<file path="config.mk">
export PLATFORM = sky130hd
export DESIGN_NAME = alu_op_sequencer
export DESIGN_NICKNAME = d
export VERILOG_FILES = /design/src/rtl/alu_op_sequencer.sv
export SDC_FILE = /design/constraint.sdc
export NUM_CORES = 1
export LEC_CHECK = 0
export BUFFER_PORTS_ARGS = -buffer_cell sky130_fd_sc_hd__buf_2
export CAP_MARGIN = 10
export CORE_MARGIN = 4
export CORE_UTILIZATION = 47
export CTS_CLUSTER_SIZE = 10
export DETAILED_ROUTE_END_ITERATION = 10
export PLACE_DENSITY_LB_ADDON = 0.2
export SYNTH_ARGS = -nofsm -noshare
export SYNTH_HDL_FRONTEND = slang
export SYNTH_SLANG_ARGS = --single-unit
</file>
<file path="constraint.sdc">
create_clock -name clk -period 2.4 [get_ports clk]
set_clock_uncertainty 0.2 [all_clocks]
set_input_delay 0.36 -clock clk [delete_from_list [all_inputs] [get_ports clk]]
set_output_delay 0.36 -clock clk [all_outputs]
set_load 0.05 [all_outputs]
</file>
<file path="src/rtl/alu_op_sequencer.sv">
// Issues one ALU operation at a time: latches operands, waits the opcode latency, returns HI/LO.
// Optional build macro ALU_SEQ_DIV0_CHK_EN rejects DIV with a zero divisor without issuing it.
module alu_op_sequencer #(
  parameter int unsigned DATA_W     = 32,
  parameter int unsigned SIMPLE_LAT = 1,
  parameter int unsigned MUL_LAT    = 2,
  parameter int unsigned DIV_LAT    = 34
) (
  input  logic                  clk,
  input  logic                  clr,
  input  logic                  req_valid,
  output logic                  req_ready,
  input  logic [4:0]            req_opcode,
  input  logic [DATA_W-1:0]     req_a,
  input  logic [DATA_W-1:0]     req_b,
  output logic [DATA_W-1:0]     alu_a,
  output logic [DATA_W-1:0]     alu_b,
  output logic [4:0]            alu_opcode,
  output logic                  alu_start,
  input  logic [2*DATA_W-1:0]   alu_result,
  output logic                  rsp_valid,
  input  logic                  rsp_ready,
  output logic [DATA_W-1:0]     rsp_lo,
  output logic [DATA_W-1:0]     rsp_hi,
  output logic                  rsp_zero,
  output logic                  rsp_err,
  output logic                  busy
);

  localparam int unsigned MulDivMax = (DIV_LAT > MUL_LAT) ? DIV_LAT : MUL_LAT;
  localparam int unsigned MaxLat    = (MulDivMax > SIMPLE_LAT) ? MulDivMax : SIMPLE_LAT;
  localparam int unsigned CntW      = $clog2(MaxLat) + 1;

  localparam logic [CntW-1:0] SimpleM1 = CntW'(SIMPLE_LAT - 1);
  localparam logic [CntW-1:0] MulM1    = CntW'(MUL_LAT - 1);
  localparam logic [CntW-1:0] DivM1    = CntW'(DIV_LAT - 1);

  localparam logic [4:0] OpMul = 5'b10011;
  localparam logic [4:0] OpDiv = 5'b10100;

  typedef enum logic [1:0] {StIdle, StWait, StResp} state_e;

  state_e              state_q, state_d;
  logic [CntW-1:0]     cnt_q, cnt_d;
  logic [DATA_W-1:0]   alu_a_q, alu_a_d, alu_b_q, alu_b_d;
  logic [4:0]          alu_opcode_q, alu_opcode_d;
  logic                alu_start_q, alu_start_d;
  logic                rsp_valid_q, rsp_valid_d;
  logic [DATA_W-1:0]   rsp_lo_q, rsp_lo_d, rsp_hi_q, rsp_hi_d;
  logic                rsp_zero_q, rsp_zero_d;
  logic                rsp_err_q, rsp_err_d;
  logic                busy_q, busy_d;

  logic                op_legal;
  logic                div_zero;
  logic [CntW-1:0]     lat_m1;

  assign op_legal = (req_opcode <= 5'b01011) ||
                    ((req_opcode >= 5'b01110) && (req_opcode <= 5'b10100));

`ifdef ALU_SEQ_DIV0_CHK_EN
  assign div_zero = (req_opcode == OpDiv) && (req_b == '0);
`else
  assign div_zero = 1'b0;
`endif

  always_comb begin
    if (req_opcode == OpDiv) begin
      lat_m1 = DivM1;
    end else if (req_opcode == OpMul) begin
      lat_m1 = MulM1;
    end else begin
      lat_m1 = SimpleM1;
    end
  end

  always_comb begin
    state_d      = state_q;
    cnt_d        = cnt_q;
    alu_a_d      = alu_a_q;
    alu_b_d      = alu_b_q;
    alu_opcode_d = alu_opcode_q;
    alu_start_d  = 1'b0;
    rsp_valid_d  = rsp_valid_q;
    rsp_lo_d     = rsp_lo_q;
    rsp_hi_d     = rsp_hi_q;
    rsp_zero_d   = rsp_zero_q;
    rsp_err_d    = rsp_err_q;
    case (state_q)
      StIdle: begin
        if (req_valid) begin
          alu_a_d      = req_a;
          alu_b_d      = req_b;
          alu_opcode_d = req_opcode;
          if (!op_legal) begin
            state_d     = StResp;
            rsp_valid_d = 1'b1;
            rsp_lo_d    = '0;
            rsp_hi_d    = '0;
            rsp_zero_d  = 1'b1;
            rsp_err_d   = 1'b1;
          end else if (div_zero) begin
            state_d     = StResp;
            rsp_valid_d = 1'b1;
            rsp_lo_d    = '1;
            rsp_hi_d    = '1;
            rsp_zero_d  = 1'b0;
            rsp_err_d   = 1'b1;
          end else begin
            state_d     = StWait;
            cnt_d       = lat_m1;
            alu_start_d = 1'b1;
          end
        end
      end
      StWait: begin
        if (cnt_q == '0) begin
          state_d     = StResp;
          rsp_valid_d = 1'b1;
          rsp_lo_d    = alu_result[DATA_W-1:0];
          rsp_hi_d    = alu_result[2*DATA_W-1:DATA_W];
          rsp_zero_d  = (alu_result == '0);
          rsp_err_d   = 1'b0;
        end else begin
          cnt_d = cnt_q - CntW'(1);
        end
      end
      StResp: begin
        if (rsp_ready) begin
          state_d     = StIdle;
          rsp_valid_d = 1'b0;
        end
      end
      default: state_d = StIdle;
    endcase
    busy_d = (state_d != StIdle);
  end

  always_ff @(posedge clk) begin
    if (!clr) begin
      state_q      <= StIdle;
      cnt_q        <= '0;
      alu_a_q      <= '0;
      alu_b_q      <= '0;
      alu_opcode_q <= '0;
      alu_start_q  <= 1'b0;
      rsp_valid_q  <= 1'b0;
      rsp_lo_q     <= '0;
      rsp_hi_q     <= '0;
      rsp_zero_q   <= 1'b0;
      rsp_err_q    <= 1'b0;
      busy_q       <= 1'b0;
    end else begin
      state_q      <= state_d;
      cnt_q        <= cnt_d;
      alu_a_q      <= alu_a_d;
      alu_b_q      <= alu_b_d;
      alu_opcode_q <= alu_opcode_d;
      alu_start_q  <= alu_start_d;
      rsp_valid_q  <= rsp_valid_d;
      rsp_lo_q     <= rsp_lo_d;
      rsp_hi_q     <= rsp_hi_d;
      rsp_zero_q   <= rsp_zero_d;
      rsp_err_q    <= rsp_err_d;
      busy_q       <= busy_d;
    end
  end

  assign req_ready  = (state_q == StIdle);
  assign alu_a      = alu_a_q;
  assign alu_b      = alu_b_q;
  assign alu_opcode = alu_opcode_q;
  assign alu_start  = alu_start_q;
  assign rsp_valid  = rsp_valid_q;
  assign rsp_lo     = rsp_lo_q;
  assign rsp_hi     = rsp_hi_q;
  assign rsp_zero   = rsp_zero_q;
  assign rsp_err    = rsp_err_q;
  assign busy       = busy_q;

endmodule

</file>
After elaboration in Yosys (flattened, before gate mapping):

Cells that the tools add are included.

* output and inout port bits: 139
* word-level logic and storage cells: 66
* register bits: 147

* equality and inequality tests: 10
* muxes and demuxes: 27
* magnitude comparators: 3
* reductions and logical operators: 13
* add/sub/neg operators: 1

Operator list (number)
* 32-bit 2-to-1 mux: 4
* 32-bit one-hot mux with 2 select lines: 2
* 64-bit logical NOT: 1
* 7-bit 2-to-1 mux: 4
* 7-bit one-hot mux with 2 select lines: 1
* 5-bit == test, second input constant: 2
* 2-bit != test, second input constant: 5
* 1-bit 2-to-1 mux: 8
* 2-bit 2-to-1 mux: 4
* 4-bit AND reduction: 2
* 7-bit logical NOT: 1
* 7-bit by 1-bit subtractor with 7-bit output, second input constant: 1
* 2-bit one-hot mux with 3 select lines: 1
* 5-bit by 4-bit >= comparator with 1-bit output, second input constant: 1
* 5-bit by 4-bit less-or-equal comparator with 1-bit output, second input constant: 1
* 5-bit less-or-equal comparator, second input constant: 1
* 5-bit AND reduction: 1
* 1-bit one-hot mux with 2 select lines: 2
* 2-bit nonzero test: 2
* 1-bit one-hot mux with 3 select lines: 1
* 3-bit AND reduction: 1
* 3-bit nonzero test: 1
* 2-bit by 1-bit == test with 1-bit output, second input constant: 1
* 2-bit == test, second input constant: 1
* 5 further kinds: 5

Depth between registers and ports, before layout:

* depth in word-level cells: 7
* gate-level depth with buffers: 9
* depth with buffers taken out: 6

Worst setup path before layout:

OpenSTA, ideal clock, no wires.

* path kind: reg2reg
* start point: register state_q[0]
* end point: register rsp_hi_q[0] (netlist: rsp_hi[0])
* stages on the path, launching flop included: 8
* clock period less this slack: 2.399 ns
* path slack: 0.001 ns
* data arrival time: 2.084 ns
* setup time: 0.115 ns
* path buffers: 2
* data required time: 2.085 ns
* path through: dfxtp_1 > nor2_1 > nand2_1 > a21oi_2 > buf_4 > buf_2 > o2bb2ai_1 > and2_1

* longest elaborated chain between the ends: 3

Ends and longest elaborated chain
* start: declaration: line 43 `state_e state_q, state_d;`
* start signal: assignment: line 141 `state_q <= StIdle;`
* start signal: assignment: line 154 `state_q <= state_d;`
* 2-bit logical NOT *
* via req_ready: line 12 `output logic req_ready,`
* 2-bit != test (no source line) / 2-bit nonzero test (equally long branches)
* 4-bit AND reduction (no source line)
* end signal: assignment: line 162 `rsp_hi_q <= rsp_hi_d;`
* end: declaration: line 49 `logic [DATA_W-1:0] rsp_lo_q, rsp_lo_d, rsp_hi_q, rsp_hi_d;`

The timed path passes the listed nets; every way through them passes the cells marked *.
A chain may end at the register's enable or synchronous reset.

Worst setup path in the final report:

* start point: register cnt_q[0]
* end point: register rsp_lo_q[4] (netlist: rsp_lo[4])

* longest elaborated chain between the ends: 3

Ends and longest elaborated chain
* start: declaration: line 44 `logic [CntW-1:0] cnt_q, cnt_d;`
* start signal: assignment: line 155 `cnt_q <= cnt_d;`
* 7-bit logical NOT: line 117 `if (cnt_q == '0) begin`
* 2-bit != test (no source line)
* 4-bit AND reduction (no source line)
* end signal: assignment: line 161 `rsp_lo_q <= rsp_lo_d;`
* end: declaration: line 49

Every way passes these cells.

==> metrics.md <==
| Metric | Value |
|---|---|
| Final TNS setup | 0 ns |
| Final Max Slew Viols | 0 |
| DP Worst Slack | about 0.38 ns |
| Initial antenna violation count | 0 |
| Per-cell routed wire length | roughly 16 µm |
| Max Freq | about 510 MHz |
| Routability cong. | slightly above 0.8 |
| Die H | 121.5 µm |
| Fin crit share | roughly 82% |
| Relative slew slack | ~52% |
| Core area | roughly 13000 µm² |
| FP Rows | 41 |
| Tmin final | just under 2 ns |
| Fill cells | between 1k and 1.5k |
| DRT antenna net count | 0 |
| Net count of the finished layout | approximately 1.1k |
| Die Wd | roughly 120 µm |
| Compound-Gate Fraction of Synth Area | between 20% and 30% |
| H-tree depth | 4 |
| Util after Layout | approximately 69% |
| Initial DRC Count | 370 |
| Worst-margin pin slew | a little over 0.7 ns |
| I/O pins | 276 |
| Starting Density | 47.97% |
| CP required | roughly 2.6 ns |
| Clock transition at the registers of the reported paths | around 0.060 ns |
| Mux contribution to synthesized area | 0% |
| Startpoint types | register |
| First-pass DRT Iterations | 4 |
| First-pass GRT wire length | 29420 µm |
| Vias in the first global route | just under 6k |
| Final WL | roughly 19000 µm |
| Status | finished, final reports clean |
| Largest net degree at the start of global routing | a little over 70 |
| Pwr per Cell Area | 813.9 nW/µm² |
| Setup crit end kind | register |
| CTS Buf Count | 17 |
| Xor/xnor share of the synthesized area | 0% |
| Grt total ovfl | 0 |
| Yosys reg bits | 147 |
| CTS Buffer Depth | 2 |
| Mapped Avg Cell Area | 8.798 µm² |
| Worst path slowest cell | ha_1 |
| Post-synth cell types | 41 |
| Seq/Total Area, Yosys | between 40% and 50% |
| Worst-Skew Late Latency | roughly 0.4 ns |
| Hold WC Path Type | input pin to register |
| Syn nets | roughly 830 |
| Root buf cell | clkbuf_16 |
| WP buf/inv | 2 |
| Crit Path Category | register to register |
| MaxCap Viol Count | 0 |
| Worst Path Arrival | 2.12 ns |
| Most frequent cells in the layout | buf_2 (274), nand2_1 (205), dfxtp_1 (147), a21boi_0 (71) |
| CP Max Fanout | between 50 and 60 |
| Maximum VDD drop | ~600 µV |
| CP delay by family, top | simple AND/OR/NAND/NOR gates |
| Largest stage delay, worst path | 0.34 ns |
| Gr usage total | roughly a quarter |
| Final hold vios | 0 |
| Mapped Cells | 688 |
| Layout cells sized above 1 | between 30% and 40% |
| Dpl hpwl | 12340 µm |
| Largest family of logic cells by synthesized area | simple AND/OR/NAND/NOR gates |
| Cell leakage power | a little under 0.004 µW |
| # diodes | 0 |
| Commonest non-fill, non-tap cell in the layout | buf_2 |
| Post-CTS Hold Fix Bufs | a little under 60 |
| Syn Std Cell Area | 6053 µm² |
| Post-synthesis adder-cell area fraction | 0.2067% |
| TritonCTS clock tree | built |
| I/O Buffers | between 200 and 300 |
| Simple-Gate Fraction of Synth Area | around a quarter |
| Yosys warnings | 0 |
| Die Footprint | 14760 µm² |
| Vias per cell | roughly 5.1 |
| Register area | about 2900 µm² |
| Multi-input gate area | 2836 µm² |
| Critical-path cell list | inv_1 -> ha_1 -> nand3_1 -> nor2_4 -> buf_12 -> o2bb2ai_1 -> and2_1 |
| Final Worst Setup Slack | approximately 0.43 ns |
| Final setup fails | 0 |
| P&R area growth vs syn | 44.71% |
| Clk sink count | between 100 and 150 |
| Vias | about 6.0k |
| DRC | 0 |
| Post-cts gate resize count | 0 |
| Setup Fix Bufs, Post-CTS | 0 |
| RSZ-0062 raised after global routing | no |
==> cell families after synthesis <==
kind of cell | Yosys count
DFF | 147
buffers and inverters | 57
and+or+nand+nor | 322
AOI/OAI and AO/OA | 161
adders and majority gates | 1
==> flip-flops by register name (all words and copies together), names as in the netlist <==
| register | cells |
|---|---|
| cnt_q | 7 |
| rsp_hi | 32 |
| busy | 1 |
| rsp_lo | 32 |
| alu_a | 32 |
| alu_opcode | 5 |
| rsp_zero | 1 |
| rsp_valid | 1 |
| rsp_err | 1 |
| alu_b | 32 |
| alu_start | 1 |
| state_q | 2 |
==> path summary, 6_finish.rpt <==
check / cells past startpoint / start / slack [ns] / to
worst max register to register: 7 / cnt_q[0] / 0.43 / rsp_lo[4]
worst min-delay path: 3 / req_a[11] / 0.02 / alu_a[11]
worst max-delay path: 7 / cnt_q[0] / 0.43 / rsp_lo[4]
worst min register to register: 2 / cnt_q[6] / 0.23 / cnt_q[6]
==> cells in the mapped netlist <==
| master | n | share of area [%] |
|---|---|---|
| nor2b_1 | 2 | 0.21 |
| o2bb2ai_1 | 65 | 9.4 |
| buf_4 | 1 | 0.12 |
| o21ai_2 | 1 | 0.14 |
| o311a_1 | 1 | 0.17 |
| a31oi_4 | 2 | 0.70 |
| buf_1 | 1 | 0.062 |
| buf_2 | 22 | 1.8 |
| and2_1 | 66 | 6.8 |
| a211oi_1 | 1 | 0.12 |
| nor2_2 | 1 | 0.10 |
| o221a_2 | 1 | 0.19 |
| nor2_1 | 7 | 0.43 |
| a21oi_2 | 1 | 0.14 |
| a221o_1 | 1 | 0.17 |
| nor2b_2 | 1 | 0.14 |
| o211ai_1 | 1 | 0.12 |
| o211a_1 | 1 | 0.17 |
| a21boi_1 | 1 | 0.12 |
| nor3_1 | 2 | 0.17 |
| ha_1 | 1 | 0.21 |
| o21ai_0 | 4 | 0.33 |
| nor4_1 | 17 | 1.8 |
| inv_1 | 3 | 0.19 |
| nor3_4 | 1 | 0.27 |
| and3_1 | 2 | 0.21 |
| nand3b_1 | 1 | 0.12 |
| a21oi_1 | 5 | 0.41 |
| nand2_1 | 206 | 13 |
| dfxtp_1 | 147 | 49 |
| a21boi_0 | 71 | 8.8 |
| clkbuf_1 | 24 | 1.5 |
| o21a_1 | 3 | 0.37 |
| nor3b_1 | 5 | 0.62 |
| or2_1 | 2 | 0.21 |
| nand3_1 | 2 | 0.17 |
| nand4_1 | 5 | 0.52 |
| nand2b_1 | 2 | 0.21 |
| a32oi_1 | 1 | 0.14 |
| a31o_2 | 1 | 0.14 |
| buf_6 | 6 | 1.1 |
==> tightest hold or removal path, delay by kind of cell <==
kind | cells | cell delay [ns]
buffers and inverters | 1 | 0.10
AOI/OAI and AO/OA | 1 | 0.07
and+or+nand+nor | 1 | 0.04
==> power by group <==
group | switching (µW) | total, µW | internal, µW
Combinational | 1060 | 1540 | 472
Clock | 1000 | 2910 | 1900
Sequential | 81.8 | 2690 | 2600
Total | 2150 | 7130 | 4980
==> per-layer routing <==
| metal | vias to the layer above | global-route usage (%) | routed length (µm) | part of all wire (%) |
|---|---|---|---|---|
| li1 | 2954 | - | - | - |
| met1 | 2761 | 29.95 | 7739 | 41 |
| met2 | 275 | 40.83 | 8874 | 47 |
| met3 | 48 | 8.392 | 1774 | 9.4 |
| met4 | 0 | 10.85 | 565 | 3.0 |
| met5 | - | 0 | 0 | 0 |
==> final cells by class <==
type,count,area share (%)
Tap cell,172,2.457
Sequential cell,147,33.60
Clock inverter,8,1.657
Timing Repair Buffer,343,23.94
Multi-Input combinational cell,484,32.38
Inverter,3,0.1286
Clock buffer,24,5.842
==> stage by stage <==
step	cell area, µm²	instances	hold WS (ns)	total power [µW]
2_1_floorplan	6053	688	0.2164	3767
3_3_place_gp	7522	1091	0.2251	4175
3_5_place_dp	7522	1091	0.2261	4184
4_1_cts	8760	1181	0.004560	7155
5_1_grt	8760	1181	0.02156	7391
6_report	8760	1181	0.01641	7130
Power figures use the tool's default switching activity.
